==> src/rtl/venera_pkg.sv <==
// Shared constants for the venera fetch path: default geometry and the
// control-request priority encoding used by the program sequencer.
package venera_pkg;

   localparam int unsigned DEFAULT_ADDR_W      = 8;
   localparam int unsigned DEFAULT_PHASES      = 4;
   localparam int unsigned DEFAULT_STACK_DEPTH = 4;

   localparam logic [1:0] CTRL_NONE = 2'd0;
   localparam logic [1:0] CTRL_JUMP = 2'd1;
   localparam logic [1:0] CTRL_CALL = 2'd2;
   localparam logic [1:0] CTRL_RET  = 2'd3;

   // ret beats call beats jump; losers are dropped entirely
   function automatic logic [1:0] ctrl_decode(input logic ret, input logic call,
                                              input logic jump);
      if (ret) begin
         return CTRL_RET;
      end else if (call) begin
         return CTRL_CALL;
      end else if (jump) begin
         return CTRL_JUMP;
      end
      return CTRL_NONE;
   endfunction

endpackage

==> src/rtl/program_sequencer_if.sv <==
// Control/decode side <-> program sequencer bundle; the master is the decode unit,
// the slave is the sequencer driving the instruction-memory read port.
interface program_sequencer_if #(
   parameter int unsigned ADDR_W  = venera_pkg::DEFAULT_ADDR_W,
   parameter int unsigned DEPTH_W = $clog2(venera_pkg::DEFAULT_STACK_DEPTH + 1)
);
   logic              stall;
   logic              jump_valid;
   logic              call_valid;
   logic              ret_valid;
   logic [ADDR_W-1:0] target;
   logic              rd;
   logic [ADDR_W-1:0] address;
   logic [DEPTH_W-1:0] depth;
   logic              stack_ovf;
   logic              stack_unf;

   modport master (
      output stall, jump_valid, call_valid, ret_valid, target,
      input  rd, address, depth, stack_ovf, stack_unf
   );

   modport slave (
      input  stall, jump_valid, call_valid, ret_valid, target,
      output rd, address, depth, stack_ovf, stack_unf
   );
endinterface

==> src/rtl/return_stack.sv <==
// Hardware return-address LIFO; silently ignores push when full and pop when empty.
module return_stack #(
   parameter int unsigned WIDTH = 8,
   parameter int unsigned DEPTH = 4,
   localparam int unsigned DEPTH_W = $clog2(DEPTH + 1),
   localparam int unsigned IDX_W   = (DEPTH > 1) ? $clog2(DEPTH) : 1
) (
   input  logic               i_clk,
   input  logic               i_reset,
   input  logic               i_push,
   input  logic               i_pop,
   input  logic [WIDTH-1:0]   i_data,
   output logic [WIDTH-1:0]   o_top,
   output logic               o_full,
   output logic               o_empty,
   output logic [DEPTH_W-1:0] o_depth
);
   logic [WIDTH-1:0]   mem [DEPTH];
   logic [DEPTH_W-1:0] count_q, count_d;
   logic [DEPTH_W-1:0] top_cnt;
   logic [IDX_W-1:0]   push_idx, top_idx;
   logic               do_push, do_pop;

   assign o_full   = (count_q == DEPTH_W'(DEPTH));
   assign o_empty  = (count_q == '0);
   assign o_depth  = count_q;
   assign top_cnt  = count_q - DEPTH_W'(1);
   assign push_idx = IDX_W'(count_q);
   assign top_idx  = IDX_W'(top_cnt);
   assign o_top    = mem[top_idx];

   assign do_pop  = i_pop & ~o_empty;
   assign do_push = i_push & ~o_full & ~i_pop;

   always_comb begin
      count_d = count_q;
      if (do_pop) begin
         count_d = count_q - DEPTH_W'(1);
      end else if (do_push) begin
         count_d = count_q + DEPTH_W'(1);
      end
   end

   always_ff @(posedge i_clk) begin
      if (i_reset) begin
         count_q <= '0;
      end else begin
         count_q <= count_d;
      end
   end

   // Contents need no reset: nothing is readable until pushed.
   always_ff @(posedge i_clk) begin
      if (do_push && !i_reset) begin
         mem[push_idx] <= i_data;
      end
   end

endmodule

==> src/rtl/program_sequencer.sv <==
// Fetch-address generator: one read strobe every PHASES cycles, with stall,
// jump and call/return through a hardware return stack with sticky error flags.
module program_sequencer
   import venera_pkg::*;
#(
   parameter int unsigned       ADDR_W      = DEFAULT_ADDR_W,
   parameter int unsigned       PHASES      = DEFAULT_PHASES,
   parameter int unsigned       STACK_DEPTH = DEFAULT_STACK_DEPTH,
   parameter logic [ADDR_W-1:0] RESET_PC    = '0,
   localparam int unsigned      PH_W        = (PHASES > 1) ? $clog2(PHASES) : 1
) (
   input logic i_clk,
   input logic i_reset,
   program_sequencer_if.slave bus
);
   logic [PH_W-1:0]   phase_q, phase_d;
   logic [ADDR_W-1:0] pc_q, pc_d;
   logic              ovf_q, ovf_d;
   logic              unf_q, unf_d;
   logic [1:0]        ctrl;
   logic              ctrl_event;
   logic              last_phase;
   logic [ADDR_W-1:0] stack_top;
   logic              stack_full, stack_empty;

   assign ctrl       = ctrl_decode(bus.ret_valid, bus.call_valid, bus.jump_valid);
   assign ctrl_event = (ctrl != CTRL_NONE);
   assign last_phase = (phase_q == PH_W'(PHASES - 1));

   assign bus.rd        = last_phase & ~bus.stall & ~ctrl_event & ~i_reset;
   assign bus.address   = pc_q;
   assign bus.stack_ovf = ovf_q;
   assign bus.stack_unf = unf_q;

   return_stack #(
      .WIDTH (ADDR_W),
      .DEPTH (STACK_DEPTH)
   ) u_stack (
      .i_clk   (i_clk),
      .i_reset (i_reset),
      .i_push  (ctrl == CTRL_CALL),
      .i_pop   (ctrl == CTRL_RET),
      .i_data  (pc_q),
      .o_top   (stack_top),
      .o_full  (stack_full),
      .o_empty (stack_empty),
      .o_depth (bus.depth)
   );

   always_comb begin
      phase_d = phase_q;
      pc_d    = pc_q;
      ovf_d   = ovf_q;
      unf_d   = unf_q;
      unique case (ctrl)
         CTRL_RET: begin
            phase_d = '0;
            if (stack_empty) begin
               unf_d = 1'b1;
            end else begin
               pc_d = stack_top;
            end
         end
         CTRL_CALL: begin
            phase_d = '0;
            pc_d    = bus.target;
            if (stack_full) begin
               ovf_d = 1'b1;
            end
         end
         CTRL_JUMP: begin
            phase_d = '0;
            pc_d    = bus.target;
         end
         CTRL_NONE: begin
            if (!bus.stall) begin
               if (last_phase) begin
                  phase_d = '0;
                  pc_d    = pc_q + ADDR_W'(1);
               end else begin
                  phase_d = phase_q + PH_W'(1);
               end
            end
         end
         default: ;
      endcase
   end

   always_ff @(posedge i_clk) begin
      if (i_reset) begin
         phase_q <= '0;
         pc_q    <= RESET_PC;
         ovf_q   <= 1'b0;
         unf_q   <= 1'b0;
      end else begin
         phase_q <= phase_d;
         pc_q    <= pc_d;
         ovf_q   <= ovf_d;
         unf_q   <= unf_d;
      end
   end

endmodule

==> src/flat_wrapper.sv <==
// flat-port wrapper written by rule: the top's interface ports become plain ports
module program_sequencer_flat import venera_pkg::*;
#(
   parameter int unsigned       ADDR_W      = DEFAULT_ADDR_W,
   parameter int unsigned       PHASES      = DEFAULT_PHASES,
   parameter int unsigned       STACK_DEPTH = DEFAULT_STACK_DEPTH,
   parameter logic [ADDR_W-1:0] RESET_PC    = '0,
   localparam int unsigned      PH_W        = (PHASES > 1) ? $clog2(PHASES) : 1
)
  (i_clk, i_reset, bus_stall, bus_jump_valid, bus_call_valid, bus_ret_valid, bus_target, bus_rd, bus_address, bus_depth, bus_stack_ovf, bus_stack_unf);
  program_sequencer_if #(.ADDR_W(ADDR_W)) bus_i ();
  input logic i_clk;
  input logic i_reset;
  input wire logic [$bits(bus_i.stall)-1:0] bus_stall;
  input wire logic [$bits(bus_i.jump_valid)-1:0] bus_jump_valid;
  input wire logic [$bits(bus_i.call_valid)-1:0] bus_call_valid;
  input wire logic [$bits(bus_i.ret_valid)-1:0] bus_ret_valid;
  input wire logic [$bits(bus_i.target)-1:0] bus_target;
  output wire logic [$bits(bus_i.rd)-1:0] bus_rd;
  output wire logic [$bits(bus_i.address)-1:0] bus_address;
  output wire logic [$bits(bus_i.depth)-1:0] bus_depth;
  output wire logic [$bits(bus_i.stack_ovf)-1:0] bus_stack_ovf;
  output wire logic [$bits(bus_i.stack_unf)-1:0] bus_stack_unf;
  assign bus_i.stall = bus_stall;
  assign bus_i.jump_valid = bus_jump_valid;
  assign bus_i.call_valid = bus_call_valid;
  assign bus_i.ret_valid = bus_ret_valid;
  assign bus_i.target = bus_target;
  assign bus_rd = bus_i.rd;
  assign bus_address = bus_i.address;
  assign bus_depth = bus_i.depth;
  assign bus_stack_ovf = bus_i.stack_ovf;
  assign bus_stack_unf = bus_i.stack_unf;
  program_sequencer #(.ADDR_W(ADDR_W), .PHASES(PHASES), .STACK_DEPTH(STACK_DEPTH), .RESET_PC(RESET_PC)) u_core (.i_clk(i_clk), .i_reset(i_reset), .bus(bus_i));
endmodule
==> config.mk <==
export PLATFORM = sky130hd
export DESIGN_NAME = program_sequencer_flat
export DESIGN_NICKNAME = d
export VERILOG_FILES = /design/src/rtl/venera_pkg.sv /design/src/rtl/program_sequencer_if.sv /design/src/rtl/return_stack.sv /design/src/rtl/program_sequencer.sv /design/src/flat_wrapper.sv
export SDC_FILE = /design/constraint.sdc
export NUM_CORES = 1
export LEC_CHECK = 0
export ABC_CLOCK_PERIOD_IN_PS = 7000
export CAP_MARGIN = 10
export CORE_MARGIN = 3
export CORE_UTILIZATION = 35
export CTS_CLUSTER_DIAMETER = 30
export CTS_CLUSTER_SIZE = 10
export DETAILED_ROUTE_END_ITERATION = 7
export SKIP_CTS_REPAIR_TIMING = 1
export SYNTH_ARGS = -nofsm -noshare
export SYNTH_HDL_FRONTEND = slang
export SYNTH_HIERARCHICAL = 1
export SYNTH_SLANG_ARGS = --single-unit
==> constraint.sdc <==
create_clock -name i_clk -period 7 [get_ports i_clk]
set_clock_uncertainty 0.15 [all_clocks]
set_input_delay 1.4 -clock i_clk [delete_from_list [all_inputs] [get_ports i_clk]]
set_output_delay 1.4 -clock i_clk [all_outputs]
set_load 0.05 [all_outputs]
# Yosys cells after proc, flatten, opt, wreduce, memory -nomap -nowiden
# Memories as Yosys holds them, arrays and structs flattened.
# Cells that the tools add are included.
# op_classes
addsub	4
eq_ne	8
mux	18
n_bitwise	12
n_reduce_logical	11
# ops
op	n
2-to-1 mux 8 bit	3
one-hot mux 8 bit (3 select lines)	1
2-to-1 mux 2 bit	6
adder 8 x 1 -> 8 bit (second input constant)	1
AND 1 bit	6
equality test 2 bit (second input constant)	3
2-to-1 mux 3 bit	2
NOT 1 bit	6
2-to-1 mux 1 bit	5
!= test 2 bit (second input constant)	2
one-hot mux 2 bit (2 select lines)	1
AND reduction 2 bit	2
nonzero test 2 bit	2
adder 3 x 1 -> 3 bit (second input constant)	1
equality test 3 bit (second input constant)	1
zero test 3 bit	1
AND reduction 3 bit	1
OR reduction 3 bit	1
subtractor 3 x 1 -> 3 bit (second input constant)	1
adder 2 x 1 -> 2 bit (second input constant)	1
equality test 2 x 1 -> 1 bit (second input constant)	1
zero test 2 bit	1
!= test 2 x 1 -> 1 bit (second input constant)	1
OR reduction 2 bit	1
other kinds (2)	2
# totals
ff_bits	15
ram_bits	32
out_inout_bits	14
n_memories	1
# memory_table
name	depth	word_bits	rd	rd_clocked_by_memory_dff	write_ports	line_no	rtl
u_core.u_stack.mem	4	8	1	0	1	return_stack.sv:18	logic [WIDTH-1:0] mem [DEPTH];

# Logic depth before layout (Yosys ltp)
# logic_depth
ltp_word	10
depth_mapped	9
mapped_depth_nobuf	7

# Hierarchy
# The synthesis kept the hierarchy.
# modules_own_cells
module	n_inst	cells_per_inst	area_per_inst_um2	seq_area_each_um2
return_stack	1	77	1458.9	1021.0
program_sequencer	1	99	827.0	240.2

# Least setup slack after synthesis
# OpenSTA, ideal clock, no wires.
# synth_timing
path_type	input to output
start	in bus_ret_valid
end	out bus_rd
t_arrival_ps	3015
required_time_ps	5450
path_slack_ps	2435
path_stages	7
n_path_buf	3
path_cell_list	buf_6 buf_2 a21oi_1 ha_1 buf_6 nand2b_1 nor2_1
# synth_via
elab_chain_len	6
elab_cells_between_ends	7
classes_between	mux: 3; bitwise: 3; reduce/logical: 1
# synth_lines
item	line_no	rtl
from (decl)	flat_wrapper.sv:17	input wire logic [$bits(bus_i.ret_valid)-1:0] bus_ret_valid;
2-to-1 mux 2 bit or 2-to-1 mux 1 bit (tied branches)	venera_pkg.sv:17	if (ret) begin
2-to-1 mux 2 bit (*)	venera_pkg.sv:24	return CTRL_NONE;
nonzero test 2 bit (*)	program_sequencer.sv:27	assign ctrl_event = (ctrl != CTRL_NONE);
NOT 1 bit (*)	program_sequencer.sv:30	assign bus.rd = last_phase & ~bus.stall & ~ctrl_event & ~i_reset;
AND 1 bit (*) (2 in a row)	program_sequencer.sv:30	
to (decl)	flat_wrapper.sv:19	output wire logic [$bits(bus_i.rd)-1:0] bus_rd;
# Every way passes the cells marked *; elsewhere a longest branch is shown, timed or not.

# Final worst setup path
# Ends and elaborated chain as after synthesis.

==> results.sh <==
export IMPL_crit_type="input port to output port"
export IMPL_clock_path_buffers=2
export IMPL_power_share_of_the_sequential_group_pct=39.3
export IMPL_postSynth_asyncResetShare_pct=0
export IMPL_run_status="complete, no violations"
export IMPL_max_cap_viol_count=0
export IMPL_number_of_failing_setup_endpoints_in_the_final_timing_report=0
export IMPL_gp_congestion=0.756
export IMPL_design_final_nets=227
export IMPL_critical_path_arrival_ns=3.82
export IMPL_synth_seq_cells=47
export IMPL_crit_family="buffers and inverters"
export IMPL_synth_cell_type_count=50
export IMPL_cp_slowest_stage_delay_ns=0.80
export IMPL_register_area_um2=1260
export IMPL_cp_slowest_cell="clkdlybuf4s50_1"
export IMPL_finalWorstPathRequiredPeriod_ns=5.37
export IMPL_wl_per_cell_um=17.2
export IMPL_pwr_share_comb_pct=44.9
export IMPL_hold_viol=0
export IMPL_hold_path_class="flip-flop to flip-flop"
export IMPL_number_of_warnings_issued_by_yosys=6
export IMPL_layout_area_overhead_vs_synth_pct=18.2
export IMPL_worstPathCellList="clkdlybuf4s50_1 -> buf_4 -> a21oi_1 -> ha_1 -> nand2b_1 -> nor2_1 -> clkdlybuf4s50_1"
export IMPL_multi_input_comb_area_um2=940
export IMPL_largest_net_degree_at_the_start_of_global_routing=23
export IMPL_yosysSeqAreaShare_pct=55.2
export IMPL_p_int_mw=0.596
export IMPL_worstPathRequired_ns=5.45
export IMPL_depth_of_the_cts_h_tree=2
export IMPL_dp_worst_setup_slack_ns=1.62
export IMPL_start_util_pct=37.3
export IMPL_p_switching_mw=0.383
export IMPL_cts_clk_slew_worst_paths_ns=0.08
export IMPL_rows=28
export IMPL_cp_common_cell="clkdlybuf4s50_1"
export IMPL_worst_slew_margin_rel_pct=39.7
export IMPL_fp_coreArea_um2=6130
export IMPL_critPathLaunchType="input port"
export IMPL_design_die_area_um2=7540
export IMPL_cp_capture_type="output port"
export IMPL_max_freq_mhz=186
export IMPL_totalPowerFinal_mw=0.979
export IMPL_grt_first_pass_wirelength_um=7680
export IMPL_drive_above_1_share_pct=15.6
export IMPL_ys_flop_type="edfxtp_1"
export IMPL_timing_max_transition_violations_final=0
export IMPL_number_of_global_route_vias_before_repair=1477
export IMPL_cts_root_buf="clkbuf_8"
export IMPL_place_detailed_hpwl_um=3270
export IMPL_synth_area_um2=2290
export IMPL_antenna_cells=0
export IMPL_final_setup_tns_ns=0
export IMPL_first_iter_violations=93
export IMPL_highest_ir_drop_seen_on_vdd_mv=0.272
export IMPL_syn_avg_cell_area_um2=13.0
export IMPL_chipWidth_um=86.8
export IMPL_share_clk_of_total_power_pct=15.8
export IMPL_syn_instance_count=176
export IMPL_leakage_nw=0.886
export IMPL_initial_antenna_violation_count=0
export IMPL_count_of_buffer_and_inverter_cells_on_the_critical_path=3
export IMPL_layout_worst_path_cycle_share_pct=76.7
export IMPL_n_fill_cell=560
export IMPL_power_switching_share_pct=39.2
export IMPL_crit_path_max_fanout=22
export IMPL_drt_pre_antenna_iters=4
export IMPL_wl_um=4830
export IMPL_viasPerCell=5.31
export IMPL_design_portCount=28
export IMPL_grt_remaining_overflow=0
export IMPL_worst_slew_pin_slew_ns=0.900
export IMPL_dr_drc_count=0
export IMPL_drtAntennaViolNets=0
export IMPL_final_setup_worst_slack_ns=1.63
export IMPL_cellPowerDensity_nw_per_um2=362
export IMPL_synth_edf_count=32
export IMPL_die_height_um=86.8
export IMPL_tritoncts_num_sinks=47
export IMPL_clkLatencyLatePin_ns=0.29
export IMPL_tritoncts="built"
export IMPL_syn_nets=199
export IMPL_cts_made_buffers=5
export IMPL_detailroute_via_count=1486
export IMPL_grt_total_usage_pct=13.7
export IMPL_unrepaired_setup_endpoints_after_global_routing="false"
export IMPL_placement_io_buffers=27
## power by group through the flow
stage / Combinational (mW) / Clock (mW) / Sequential, mW
after global routing: 0.474 / 0.171 / 0.392
after global placement: 0.437 / 0 / 0.392
after floorplan: 0.243 / 0 / 0.467
final: 0.440 / 0.154 / 0.385
after CTS: 0.444 / 0.162 / 0.386
after detailed placement: 0.440 / 0 / 0.392
## sequential cells by signal (all words and copies together), names as in the netlist
register and cells:
u_core/bus.address 8, u_core/u_stack/mem 32, u_core/phase_q 2, u_core/u_stack/o_depth 3, u_core/bus.stack_ovf 1, u_core/bus.stack_unf 1
## cells in the final DEF (no fill, tap or decap), types with 4 or more instances in the layout
master	synthesis	layout
mux4_2	8	8
inv_1	8	8
clkbuf_8	0	5
ha_1	9	9
clkdlybuf4s50_1	0	27
a21oi_1	10	10
dfxtp_1	15	15
nand2_1	13	13
nand2b_1	4	4
edfxtp_1	32	32
nor2_1	12	12
## path summary, 6_finish.rpt
check	startpoint	slack, ns	cells past startpoint	end
hold reg to reg	u_core/bus.stack_ovf$_SDFFE_PP0P_	0.32	2	u_core/bus.stack_ovf$_SDFFE_PP0P_
hold / removal	u_core/bus.stack_ovf$_SDFFE_PP0P_	0.32	2	u_core/bus.stack_ovf$_SDFFE_PP0P_
setup reg to reg	u_core/u_stack/o_depth[0]$_SDFFE_PP0P_	4.38	8	u_core/bus.address[5]$_SDFFE_PP0P_
setup / recovery	bus_ret_valid	1.63	7	bus_rd
## stage by stage
stage,instance area (µm²),instances,util [%],hold WS (ns)
after global routing,2700,280,44.1,0.343
after global placement,2620,272,42.8,0.303
after CTS,2700,280,44.1,0.329
after floorplan,2290,176,-,0.318
after detailed placement,2620,272,42.8,0.307
final,2700,280,44.1,0.325
## per-layer routing
metal	GRT usage [%]	vias up	routed length [µm]
met3	3.04	5	198
met4	4.67	0	53
li1	-	726	-
met5	0	-	0
met1	20.3	717	2410
met2	19.5	38	2160
## cell type report
type / count / area share, %
clock inverters: 1 / 0.185
repair buffers: 30 / 10.8
flip-flops and latches: 47 / 46.7
well taps: 75 / 3.47
clock buffers: 7 / 2.82
inverters: 9 / 1.25
multi-input cells: 111 / 34.8
## Yosys cell counts (2+ instances only)
library cell | number | area [µm²]
o211ai_1 | 3 | 22.5
mux4_2 | 8 | 180
nand2b_1 | 4 | 25.0
xnor2_1 | 2 | 17.5
buf_2 | 2 | 10.0
a211oi_1 | 3 | 22.5
clkbuf_1 | 2 | 7.51
a221o_2 | 3 | 33.8
nor3b_1 | 5 | 37.5
inv_1 | 8 | 30.0
o21ai_1 | 2 | 10.0
a21oi_1 | 10 | 50.1
dfxtp_1 | 15 | 300
edfxtp_1 | 32 | 961
a31oi_1 | 3 | 18.8
a221oi_1 | 2 | 17.5
o21ai_0 | 3 | 15.0
nor2_1 | 12 | 45.0
nand3_1 | 3 | 15.0
nand2_1 | 13 | 48.8
ha_1 | 9 | 113
buf_6 | 4 | 45.0
## cells by family after synthesis
logic type | count (synthesis) | synth area share, %
AO/OA/AOI/OAI | 42 | 14.5
XOR/XNOR | 3 | 1.15
adder cells (fa/ha/maj) | 9 | 4.93
buffers and inverters | 18 | 4.38
flip-flops | 47 | 55.2
multiplexers | 10 | 8.81
AND/OR/NAND/NOR | 47 | 11.1
## worst register-to-register path: cells and delay by family (launching register included)
kind                       cells  cell delay (ns)
muxes                          1             0.45
and+or+nand+nor                1             0.18
AOI/OAI and AO/OA              3             0.37
buffers and inverters          2             0.37
DFF                            1             0.34
adders and majority gates      1             0.67
Power figures use the tool's default switching activity.
